[src/rtl/modinv_2909.sv]
// ---------------------------------------------------------------------------
// modinv_2909
//   Sequential modular inverter over GF(Q), Q = 2909 (prime). The block
//   computes a^(Q-2) mod Q by left-to-right square-and-multiply. It performs
//   one exact mod-Q reduction of a 24-bit product per cycle. Each operation
//   takes a constant number of cycles, whatever the operand value.
//
// Ports
//   clk         in   rising-edge clock
//   rst         in   synchronous, active-high reset
//   din_valid   in   din_a is valid
//   din_ready   out  block can accept an operand (IDLE only)
//   din_a       in   W-bit operand, any value 0..2^W-1
//   dout_valid  out  dout_r / dout_zero are valid
//   dout_ready  in   downstream accepts the result
//   dout_r      out  inverse mod Q, range 0..Q-1
//   dout_zero   out  operand was congruent to 0 (no inverse exists)
// ---------------------------------------------------------------------------
module modinv_2909 #(
    parameter int Q = 2909,
    parameter int W = 12
) (
    input  logic         clk,
    input  logic         rst,
    input  logic         din_valid,
    output logic         din_ready,
    input  logic [W-1:0] din_a,
    output logic         dout_valid,
    input  logic         dout_ready,
    output logic [W-1:0] dout_r,
    output logic         dout_zero
);

    localparam int PW = 2 * W;                        // full product width
    localparam int IW = $clog2(W);                    // bit-index width
    localparam logic [W-1:0]  E   = W'(Q - 2);        // Fermat exponent
    localparam logic [W:0]    MU  = (W+1)'((2 ** PW) / Q); // floor(2^24/Q)
    localparam logic [W-1:0]  QW  = W'(Q);
    localparam logic [PW-1:0] QP  = PW'(Q);
    localparam logic [W+1:0]  QR  = (W+2)'(Q);

    typedef enum logic [1:0] {
        S_IDLE,
        S_SQR,
        S_MUL,
        S_DONE
    } state_t;

    state_t         r_state;
    logic [W-1:0]   r_acc;
    logic [W-1:0]   r_base;
    logic [IW-1:0]  r_idx;
    logic           r_zero;
    logic           r_din_ready;
    logic           r_dout_valid;
    logic [W-1:0]   r_dout_r;
    logic           r_dout_zero;

    // -----------------------------------------------------------------------
    // Operand pre-reduction: 2^W-1-Q < Q, so one subtraction is enough.
    // -----------------------------------------------------------------------
    logic [W-1:0] w_din_red;
    assign w_din_red = (din_a >= QW) ? (din_a - QW) : din_a;

    // -----------------------------------------------------------------------
    // Shared multiplier. SQR squares the accumulator. MUL multiplies it by
    // the base.
    // -----------------------------------------------------------------------
    logic [W-1:0]    w_opnd;
    logic [PW-1:0]   w_prod;
    logic [PW+W:0]   w_qest_full;
    logic [W:0]      w_q;
    logic [PW-1:0]   w_qq;
    logic [W+1:0]    w_r0;
    logic [W+1:0]    w_r1;
    logic [W+1:0]    w_r2;
    logic [W-1:0]    w_red;

    assign w_opnd = (r_state == S_MUL) ? r_base : r_acc;
    assign w_prod = {{W{1'b0}}, r_acc} * {{W{1'b0}}, w_opnd};

    // Barrett: q = floor(x*mu / 2^24) underestimates floor(x/Q) by at most 2
    // for every x < Q^2. The remainder x - q*Q is therefore below 3Q, and
    // two conditional subtractions make it exact. The remainder fits in
    // W+2 bits, so the upper bits of the difference are known zero.
    assign w_qest_full = {{(W+1){1'b0}}, w_prod} * {{PW{1'b0}}, MU};
    assign w_q         = (W+1)'(w_qest_full >> PW);
    assign w_qq        = {{(PW-W-1){1'b0}}, w_q} * QP;
    assign w_r0        = (W+2)'(w_prod - w_qq);
    assign w_r1        = (w_r0 >= QR) ? (w_r0 - QR) : w_r0;
    assign w_r2        = (w_r1 >= QR) ? (w_r1 - QR) : w_r1;
    assign w_red       = W'(w_r2);

    // -----------------------------------------------------------------------
    // Control FSM with registered handshake outputs. The result registers
    // load on the first DONE cycle. dout_valid therefore rises one edge
    // after the final MUL.
    // -----------------------------------------------------------------------
    // NOTE: all state here uses non-blocking assignments, so every branch
    // reads the pre-edge values of r_acc/r_idx. Blocking assignments would
    // make the result depend on statement order.
    always_ff @(posedge clk) begin
        if (rst) begin
            r_state      <= S_IDLE;
            r_acc        <= '0;
            r_base       <= '0;
            r_idx        <= '0;
            r_zero       <= 1'b0;
            r_din_ready  <= 1'b1;
            r_dout_valid <= 1'b0;
            r_dout_r     <= '0;
            r_dout_zero  <= 1'b0;
        end else begin
            case (r_state)
                S_IDLE: begin
                    if (din_valid && r_din_ready) begin
                        // Loading the base consumes the exponent MSB.
                        r_base      <= w_din_red;
                        r_acc       <= w_din_red;
                        r_idx       <= IW'(W - 2);
                        r_zero      <= (w_din_red == '0);
                        r_din_ready <= 1'b0;
                        r_state     <= S_SQR;
                    end
                end
                S_SQR: begin
                    r_acc <= w_red;
                    if (E[r_idx]) begin
                        r_state <= S_MUL;
                    end else if (r_idx == '0) begin
                        r_state <= S_DONE;
                    end else begin
                        r_idx <= r_idx - IW'(1);
                    end
                end
                S_MUL: begin
                    r_acc <= w_red;
                    if (r_idx == '0) begin
                        r_state <= S_DONE;
                    end else begin
                        r_idx   <= r_idx - IW'(1);
                        r_state <= S_SQR;
                    end
                end
                S_DONE: begin
                    if (!r_dout_valid) begin
                        r_dout_valid <= 1'b1;
                        r_dout_r     <= r_acc;
                        r_dout_zero  <= r_zero;
                    end else if (dout_ready) begin
                        r_dout_valid <= 1'b0;
                        r_din_ready  <= 1'b1;
                        r_state      <= S_IDLE;
                    end
                end
                default: r_state <= S_IDLE;
            endcase
        end
    end

    assign din_ready  = r_din_ready;
    assign dout_valid = r_dout_valid;
    assign dout_r     = r_dout_r;
    assign dout_zero  = r_dout_zero;

endmodule
[config.mk]
export PLATFORM = sky130hd
export DESIGN_NAME = modinv_2909
export DESIGN_NICKNAME = d
export VERILOG_FILES = /design/src/rtl/modinv_2909.sv
export SDC_FILE = /design/constraint.sdc
export NUM_CORES = 1
export LEC_CHECK = 0
export BUFFER_PORTS_ARGS = -buffer_cell sky130_fd_sc_hd__clkbuf_2
export CAP_MARGIN = 40
export CORE_MARGIN = 1
export CORE_UTILIZATION = 60
export DETAILED_ROUTE_END_ITERATION = 6
export PLACE_DENSITY = 0.84
export SLEW_MARGIN = 30
export SYNTH_ARGS = -nofsm -noshare
export SYNTH_HDL_FRONTEND = slang
export SYNTH_SLANG_ARGS = --single-unit
[constraint.sdc]
create_clock -name clk -period 45.5 [get_ports clk]
set_clock_uncertainty 0.2 [all_clocks]
set_input_delay 6.825 -clock clk [delete_from_list [all_inputs] [get_ports clk]]
set_output_delay 6.825 -clock clk [all_outputs]
set_load 0.05 [all_outputs]
* Word level (Yosys, flattened, before mapping)
Memories as Yosys holds them, arrays and structs flattened. A register that Yosys moved wholly into a read port is not among the register bits. Cells that the tools add are included.
Word-level totals: register bits 46, memories 1, output and inout bits 15, logic and storage cells 71, bits in read-only memories 16, input port bits 16
Memories:
- (no name shown) | words 16, bits a word 1, rd ports 1, clocked after memory_dff 1, wr ports 0, RTL line 128 | if (E[r_idx]) begin
Cells by class: reduce and logical (&&, ||, !) cells 14, muxes and demuxes 26, order comparisons 4, equality and inequality tests 8, add/subtract/negate cells 5, multipliers 3, bitwise gates (word level) 1
Operators with widths (number):
- $mux W12 | 4
- $mul A24 B13 Y37 const B | 1
- $ge A14 B12 Y1 const B | 2
- $mul A12 B12 Y24 | 1
- $pmux W12 S2 | 1
- $sub A12 B12 Y12 const B | 2
- $mux W4 | 5
- $mul A13 B12 Y14 const B | 1
- $mux W14 | 1
- $sub A14 B12 Y14 const B | 1
- $sub A14 B14 Y14 | 1
- $ge A12 B12 Y1 const B | 1
- $logic_not A12 Y1 | 1
- $mux W2 | 6
- $pmux W4 S3 | 1
- $ne A2 B2 Y1 const B | 4
- $pmux W2 S4 | 1
- $reduce_and A4 Y1 | 2
- $mux W1 | 6
- $reduce_and A2 Y1 | 3
- $lt A4 B5 Y1 const B | 1
- $eq A2 B2 Y1 const B | 2
- $logic_not A4 Y1 | 1
- $reduce_bool A2 Y1 | 2
- other kinds (10) | 10

* Logic depth before layout (Yosys ltp)
Gate-level depths: netlist (run 1).
depth after elaboration 11, mapped depth 83, gate-level depth less buffers 79

* Worst setup path after synthesis (run 1)
OpenSTA, ideal clock, no wires.
kind reg-to-reg, from reg r_state[0], to reg r_acc[9], buffers on the path 4, arrival 17.401 ns, stages on the path, launching flop included 80, slack 27.808 ns, clock period less this slack 17.692 ns, required time 45.209 ns, library setup time 0.091 ns, cell sequence dfxtp_1 -> inv_1 -> ha_1 -> clkbuf_1 -> clkbuf_1 -> mux2_2 -> clkbuf_1 -> and2_1 -> fa_1 -> inv_1 -> fa_1 -> inv_1 -> fa_1 -> fa_1 -> inv_1 -> fa_1 -> inv_1 -> ha_1 -> [44 not listed] -> a21o_1 -> a21oi_1 -> o21ai_0 -> a211oi_1 -> xnor3_1 -> xnor3_2 -> nor2_2 -> o21ai_0 -> ha_1 -> nor2b_1 -> nor3_2 -> nor4_2 -> o31a_1 -> buf_6 -> o2111ai_2 -> o31ai_2 -> xnor2_1 -> a311oi_1
Between the ends: cells in the longest elaborated chain, start to end 11, elaborated cells between the ends (all ways) 19, those cells by class add/sub: 3; mul: 3; order compare: 2; eq/ne: 3; mux: 4; reduce/logical: 4
Ends and longest elaborated chain:
- start, declared | RTL line 49 | state_t r_state;
- start signal, assigned | RTL line 104 | r_state <= S_IDLE;
- start signal, assigned | RTL line 123 | r_state <= S_SQR;
- start signal, assigned | RTL line 129 | r_state <= S_MUL;
- $eq A2 B2 Y1 | RTL line 79, 114
- $mux W12 | RTL line 79 | assign w_opnd = (r_state == S_MUL) ? r_base : r_acc;
- $mul A12 B12 Y24 | RTL line 80 | assign w_prod = {{W{1'b0}}, r_acc} * {{W{1'b0}}, w_opnd};
- $mul A24 B13 Y37 | RTL line 86 | assign w_qest_full = {{(W+1){1'b0}}, w_prod} * {{PW{1'b0}}, MU};
- $mul A13 B12 Y14 | RTL line 88 | assign w_qq = {{(PW-W-1){1'b0}}, w_q} * QP;
- $sub A14 B14 Y14 | RTL line 89 | assign w_r0 = (W+2)'(w_prod - w_qq);
- $sub A14 B12 Y14 or $ge A14 B12 Y1 (tied branches) | RTL line 90 | assign w_r1 = (w_r0 >= QR) ? (w_r0 - QR) : w_r0;
- $mux W14 | RTL line 90
- $sub A12 B12 Y12 or $ge A14 B12 Y1 (tied branches) | RTL line 91 | assign w_r2 = (w_r1 >= QR) ? (w_r1 - QR) : w_r1;
- $mux W12 | RTL line 91
- $pmux W12 S2 | RTL line 114 | case (r_state)
- end signal, assigned | RTL line 119 | r_acc <= w_din_red;
- end signal, assigned | RTL line 127 | r_acc <= w_red;
- end signal, assigned | RTL line 137 | r_acc <= w_red;
- end, declared | RTL line 50 | logic [W-1:0] r_acc;
Several ways; a longest one is shown, not always the timed one. A chain may end at the register's enable or synchronous reset.

* Final worst setup path (run 1)
Ends and elaborated chain as after synthesis.

==> results of run 1 <==
-- worst max-delay path: cells and delay by family, from the launching register on --
family                     cells  cell delay [ns]
AOI/OAI and AO/OA             26             6.10
buffers and inverters         11             0.96
adders and majority gates     20             8.46
xor gates and xnor gates       4             1.40
DFF                            1             0.37
and+or+nand+nor               14             1.83
-- layout make-up --
type                    count  area (sq um)  share of cell area, %
multi-input cells        1322         13100                   79.5
clock buffers               8           156                  0.951
flip-flops and latches     47           941                   5.72
well taps                 335           419                   2.55
inverters                 431          1620                   9.84
repair buffers             40           240                   1.46
-- flip-flops by register name, indices dropped and copies added (netlist names), named ones only --
signal	cells
r_acc	12
dout_r	12
r_idx	4
din_ready	1
r_state	2
dout_zero	1
r_base	12
r_zero	1
dout_valid	1
-- synthesized netlist by cell type (17+ instances only) --
| cell | count |
|---|---|
| xor2_1 | 26 |
| and2_1 | 52 |
| fa_1 | 235 |
| o21ai_0 | 46 |
| dfxtp_1 | 47 |
| ha_1 | 263 |
| o21a_1 | 17 |
| a21o_1 | 20 |
| nand2_1 | 172 |
| nor3_1 | 17 |
| nand3_1 | 17 |
| nor2_1 | 86 |
| a211oi_1 | 28 |
| inv_1 | 431 |
| clkbuf_1 | 41 |
| a21oi_1 | 94 |
| xnor2_1 | 71 |
-- metal layers --
metal | up-vias | track usage, % | routed length, microns
li1 | 5893 | - | -
met1 | 6064 | 36.7 | 14700
met2 | 375 | 48.4 | 17700
met3 | 60 | 3.34 | 2250
met4 | 0 | 6.84 | 728
met5 | - | 0 | 0
-- kinds of logic (layout without fill, tap and decap cells) --
kind of cell,Yosys count,in the layout,share of synthesized area [%]
AOI/OAI and AO/OA,303,303,12.9
xor gates and xnor gates,104,104,6.21
buffers and inverters,480,479,11.5
muxes,20,20,1.37
DFF,47,47,5.94
adders and majority gates,498,498,50.5
and+or+nand+nor,397,397,11.6
-- how the worst max path moves through the flow --
stage,start,to,slack (ns),cells past startpoint
6_report,r_state[0],r_acc[9],26.05,75
5_1_grt,r_state[0],r_acc[9],24.55,75
4_1_cts,r_state[0],r_acc[9],26.20,75
3_5_place_dp,r_state[0],r_acc[9],26.28,76
3_3_place_gp,r_state[0],r_acc[2],26.99,75
2_1_floorplan,r_state[0],r_acc[9],27.81,79
-- per-stage QoR --
step           util [%]  hold slack (ns)
4_1_cts            63.2            0.262
2_1_floorplan         -            0.232
3_5_place_dp       62.6            0.253
5_1_grt            63.3            0.279
6_report           63.3            0.257
3_3_place_gp       62.5            0.242
==> summary.txt, run 1 <==
Clocking
  – H-tree depth: 2
  – # Post-CTS Setup Buffers: 0
  – CTS root buffer: clkbuf_16
  – Worst-Skew Late Latency: ~0.29 ns
  – Post-cts resize count: 0
  – Hold Buf Count CTS: 0
  – TritonCTS buffer count: 5
  – CTS tree: built
  – Clock sink total: 47
  – Max clock buf depth: 2
  – Clock-pin slew on the worst setup and hold paths: about 0.06 ns

Worst setup path
  – Worst setup EP type: register
  – Reg2reg setup slack: 26.05 ns
  – Largest fanout on the critical path: 15
  – CP max-delay cell: ha_1
  – Critical R2R Launch: r_state[0]
  – Crit path launch type: register
  – CP Class: reg2reg
  – Worst EP required: around 45 ns
  – Critical R2R Capture: r_acc[9]
  – R2R depth: 75
  – Critical Path AT: around 20 ns
  – Crit-path max cell delay: roughly 0.57 ns

Floorplanning
  – Die Y: approximately 160 microns
  – Die Span X: ~160 microns
  – Core area: ~26,000 sq um
  – Initial Utilization: 60.9%
  – Row cnt: 59
  – Die area: roughly 27,000 sq um
  – Ports: 31

Yosys
  – Most used DFF post-synth: dfxtp_1
  – Post-Syn Instances: about 1,800
  – Synth area leader: fa_1
  – Yosys reg bits: 47
  – Synthesized cell area: 15,800 sq um
  – Ranking of synthesized cells by area: fa_1 (30%), ha_1 (21%), inv_1 (10%)
  – Post-synth EDFFs: 0
  – Register area share after synthesis: 5.94%
  – Yosys Warn Count: 0
  – Async set-reset flop share out of synthesis: 0%
  – Syn nets: 2,363
  – Syn_area_per_cell: between 8 and 9 sq um
  – Top cell type's share of synthesized area: approximately 30%
  – Yosys cell types: 80

Timing
  – RSZ-0062 raised after global routing: false
  – Fmax: 51.4 MHz
  – Hold Vio Cnt, Final: 0
  – Finish-stage setup viols: 0
  – Final Cycle Share: between 40% and 50%
  – Slew Limit Headroom: 41.9%
  – Min Tclk post-route: 19.45 ns
  – Worst slew pin tran: a little under 0.9 ns
  – Final WS setup: around 26 ns
  – Count of pins over their slew limit: 0
  – TNS Setup: 0 ns

GRT
  – Gr usage total: between 20% and 30%
  – First-pass GRT wire length: roughly 60,000 microns
  – Number of global-route vias before repair: 12,600
  – GRT overflow: 0
  – Initial antenna violation count: 0
  – Pin count of the biggest net entering global routing: 26

Layout
  – Most frequent cells in the layout: inv_1 (431), ha_1 (263), fa_1 (235)
  – Final instance area: 16,400 sq um
  – # nets final: about 2,400
  – Fillcell total: about 2,200
  – Layout cell share with drive strength beyond 1: under 10%
  – Fin cells: 2,183
  – Layout area overhead: 3.87%
  – Commonest non-fill, non-tap cell in the layout: inv_1
  – Antenna diode count: 0

Min path
  – Worst Hold End: dout_r[0]
  – Hold Startpoint: dout_r[0]
  – HP Class: reg2reg
  – Hold Path Depth: 2

Routing
  – Detailed Route WL: roughly 35,000 microns
  – Final routed wire length divided by cell count: between 15 and 20 microns
  – Pre-antenna DRT Iters: 5
  – DRC Markers: 0
  – Starting DRT DRC Count: roughly 780
  – Via count: between 10,000 and 15,000
  – Antenna viol nets, final: 0
  – Via density: 5.68

Place
  – Post-Place Cells: about 2,200
  – Place WS: 26.28 ns
  – Placed instance area: between 15,000 and 20,000 sq um
  – Routability cong.: 0.926
  – Port Buf Inserts: 30
  – HPWL after DPL: about 30,000 microns

Status
  – Outcome: complete, no violations

Flow run
  – Max cap viols: 0
Power of run 1 is not shown: default switching activity piles up to over one toggle a cycle in this logic, so the estimate is an artifact.
==> inputs of run 2 (changes only) <==
PLACE_DENSITY = 0.87   (was 0.84)
clock period = 16.2 ns   (was 45.5 ns; I/O delays follow)
==> summary.txt, run 2 (synthesis gave the netlist of run 1 again) <==
Routing
  – DRC Markers: 0
  – Starting DRT DRC Count: 1,323
  – Detailed Route WL: between 40,000 and 50,000 microns
  – Final routed wire length divided by cell count: roughly 19 microns
  – Via count: roughly 14,000
  – Pre-antenna DRT Iters: 6
  – Via density: ~5.9
  – Antenna viol nets, final: 0

Worst setup path
  – Worst EP required: 16.17 ns
  – Critical Path AT: around 17 ns
  – Number of buffers and inverters on the critical path: 12
  – Largest fanout on the critical path: 6
  – Worst setup EP type: register
  – Crit path launch type: register
  – R2R depth: 75
  – Crit-path leading delay family: adder cells
  – CP dominant cell by count: fa_1
  – CP max-delay cell: fa_1
  – Crit-path max cell delay: about 0.55 ns
  – Crit path depth: 75
  – CP Class: reg2reg

Timing
  – Hold Vio Cnt, Final: 0
  – Fmax: 59.3 MHz
  – Worst slew pin tran: slightly below 0.8 ns
  – Final Cycle Share: 104%
  – Final WS setup: -0.665 ns
  – Count of pins over their slew limit: 0
  – RSZ-0062 raised after global routing: true
  – Min Tclk post-route: 16.87 ns
  – Finish-stage setup viols: 12
  – Slew Limit Headroom: between 40% and 50%

Layout
  – Layout area overhead: 20.3%
  – Commonest non-fill, non-tap cell in the layout: inv_1
  – Fillcell total: between 1,500 and 2,000
  – Register Area: ~940 sq um
  – Fin cells: approximately 2,400
  – Most frequent cells in the layout: inv_1 (415), ha_1 (236), fa_1 (230)
  – Layout cell share with drive strength beyond 1: between 20% and 30%
  – Final instance area: around 19,000 sq um
  – Area of the multi-input gates: between 10,000 and 15,000 sq um
  – Antenna diode count: 0
  – # nets final: 2,585

Floorplanning
  – Core area: approximately 26,000 sq um
  – Row cnt: 59
  – Ports: 31
  – Die Y: 164 microns
  – Initial Utilization: ~61%
  – Die Span X: approximately 160 microns
  – Die area: about 27,000 sq um

Place
  – Port Buf Inserts: 30
  – HPWL after DPL: 33,300 microns
  – Routability cong.: 0.953
  – Post-Place Cells: approximately 2,400
  – Placed instance area: about 18,000 sq um

Clocking
  – TritonCTS buffer count: 5
  – CTS tree: built
  – Clock-pin slew on the worst setup and hold paths: about 0.060 ns
  – Worst-Skew Late Latency: between 0.2 and 0.3 ns
  – Max clock buf depth: 2
  – CTS root buffer: clkbuf_16
  – Clock sink total: 47
  – H-tree depth: 2
  – Hold Buf Count CTS: 0

GRT
  – Initial antenna violation count: 0
  – Gr usage total: a little under a third
  – Pin count of the biggest net entering global routing: about 50
  – First-pass GRT wire length: 68,000 microns
  – GRT overflow: 0
  – Number of global-route vias before repair: 14,400

Status
  – Outcome: finished, violations left
  – Failing checks: negative setup slack

Min path
  – Hold Path Depth: 2
  – HP Class: reg2reg

Flow run
  – Max cap viols: 0
## run 2: cell count changes in the layout (fill, tap and decap cells not counted), moves of 8 or more
cell | previous run | this run
inv_1 | 431 | 415
a21oi_2 | 5 | 20
a21oi_1 | 94 | 76
xnor2_2 | 1 | 12
nor2_1 | 86 | 78
inv_2 | 0 | 15
buf_4 | 6 | 223
ha_1 | 263 | 236
o21ai_1 | 6 | 14
o21ai_0 | 46 | 34
xnor2_1 | 71 | 59
ha_4 | 0 | 22
## run 2: stage by stage
stage                     utilization [%]  hold WS [ns]  setup WS [ns]  TNS [ns]
after floorplan                         -         0.232         -0.154    -0.879
after global placement               69.0         0.245         -0.227     -1.52
after detailed placement             69.0         0.251         -0.723     -7.57
after CTS                            71.1         0.260         -0.242     -1.86
after global routing                 73.3         0.270          -1.18    -12.78
final                                73.3         0.259         -0.665     -6.80
## run 2: worst register-to-register path: cells and delay by family, from the launching register on
family | cells | cell delay [ns]
compound gates | 21 | 3.67
xor+xnor | 6 | 1.57
fa+ha+maj | 19 | 7.72
buf+inv | 12 | 0.80
flops | 1 | 0.39
mux | 1 | 0.33
simple gates | 16 | 2.10
## run 2: final cells by class
type                    count  area share (%)
well taps                 335            2.20
multi-input cells        1323            73.2
clock buffers               7           0.802
inverters                 431            8.51
flip-flops and latches     47            4.96
clock inverters             1          0.0394
repair buffers            263            10.3
## run 2: layer usage
layer  wire, microns  global-route usage [%]
met5               0                       0
met4            2120                    9.76
met3            3510                    4.82
met2           22400                    55.4
met1           16600                    39.6
## run 2: final timing paths
path,start,end,slack [ns]
max,r_state[1],r_acc[5],-0.67
min,dout_r[2],dout_r[2],0.26
max reg2reg,r_state[1],r_acc[5],-0.67
min reg2reg,dout_r[2],dout_r[2],0.26
## run 2: repair_timing
item / 4_1_cts / 5_1_grt
buffers inserted: 23 / 20
endpoints found under the setup margin: 12 / 12
gates resized for setup: 46 / 79
pin swaps: 42 / 83
gates cloned: 1 / 0
Power of run 2 is left out for the same reason.
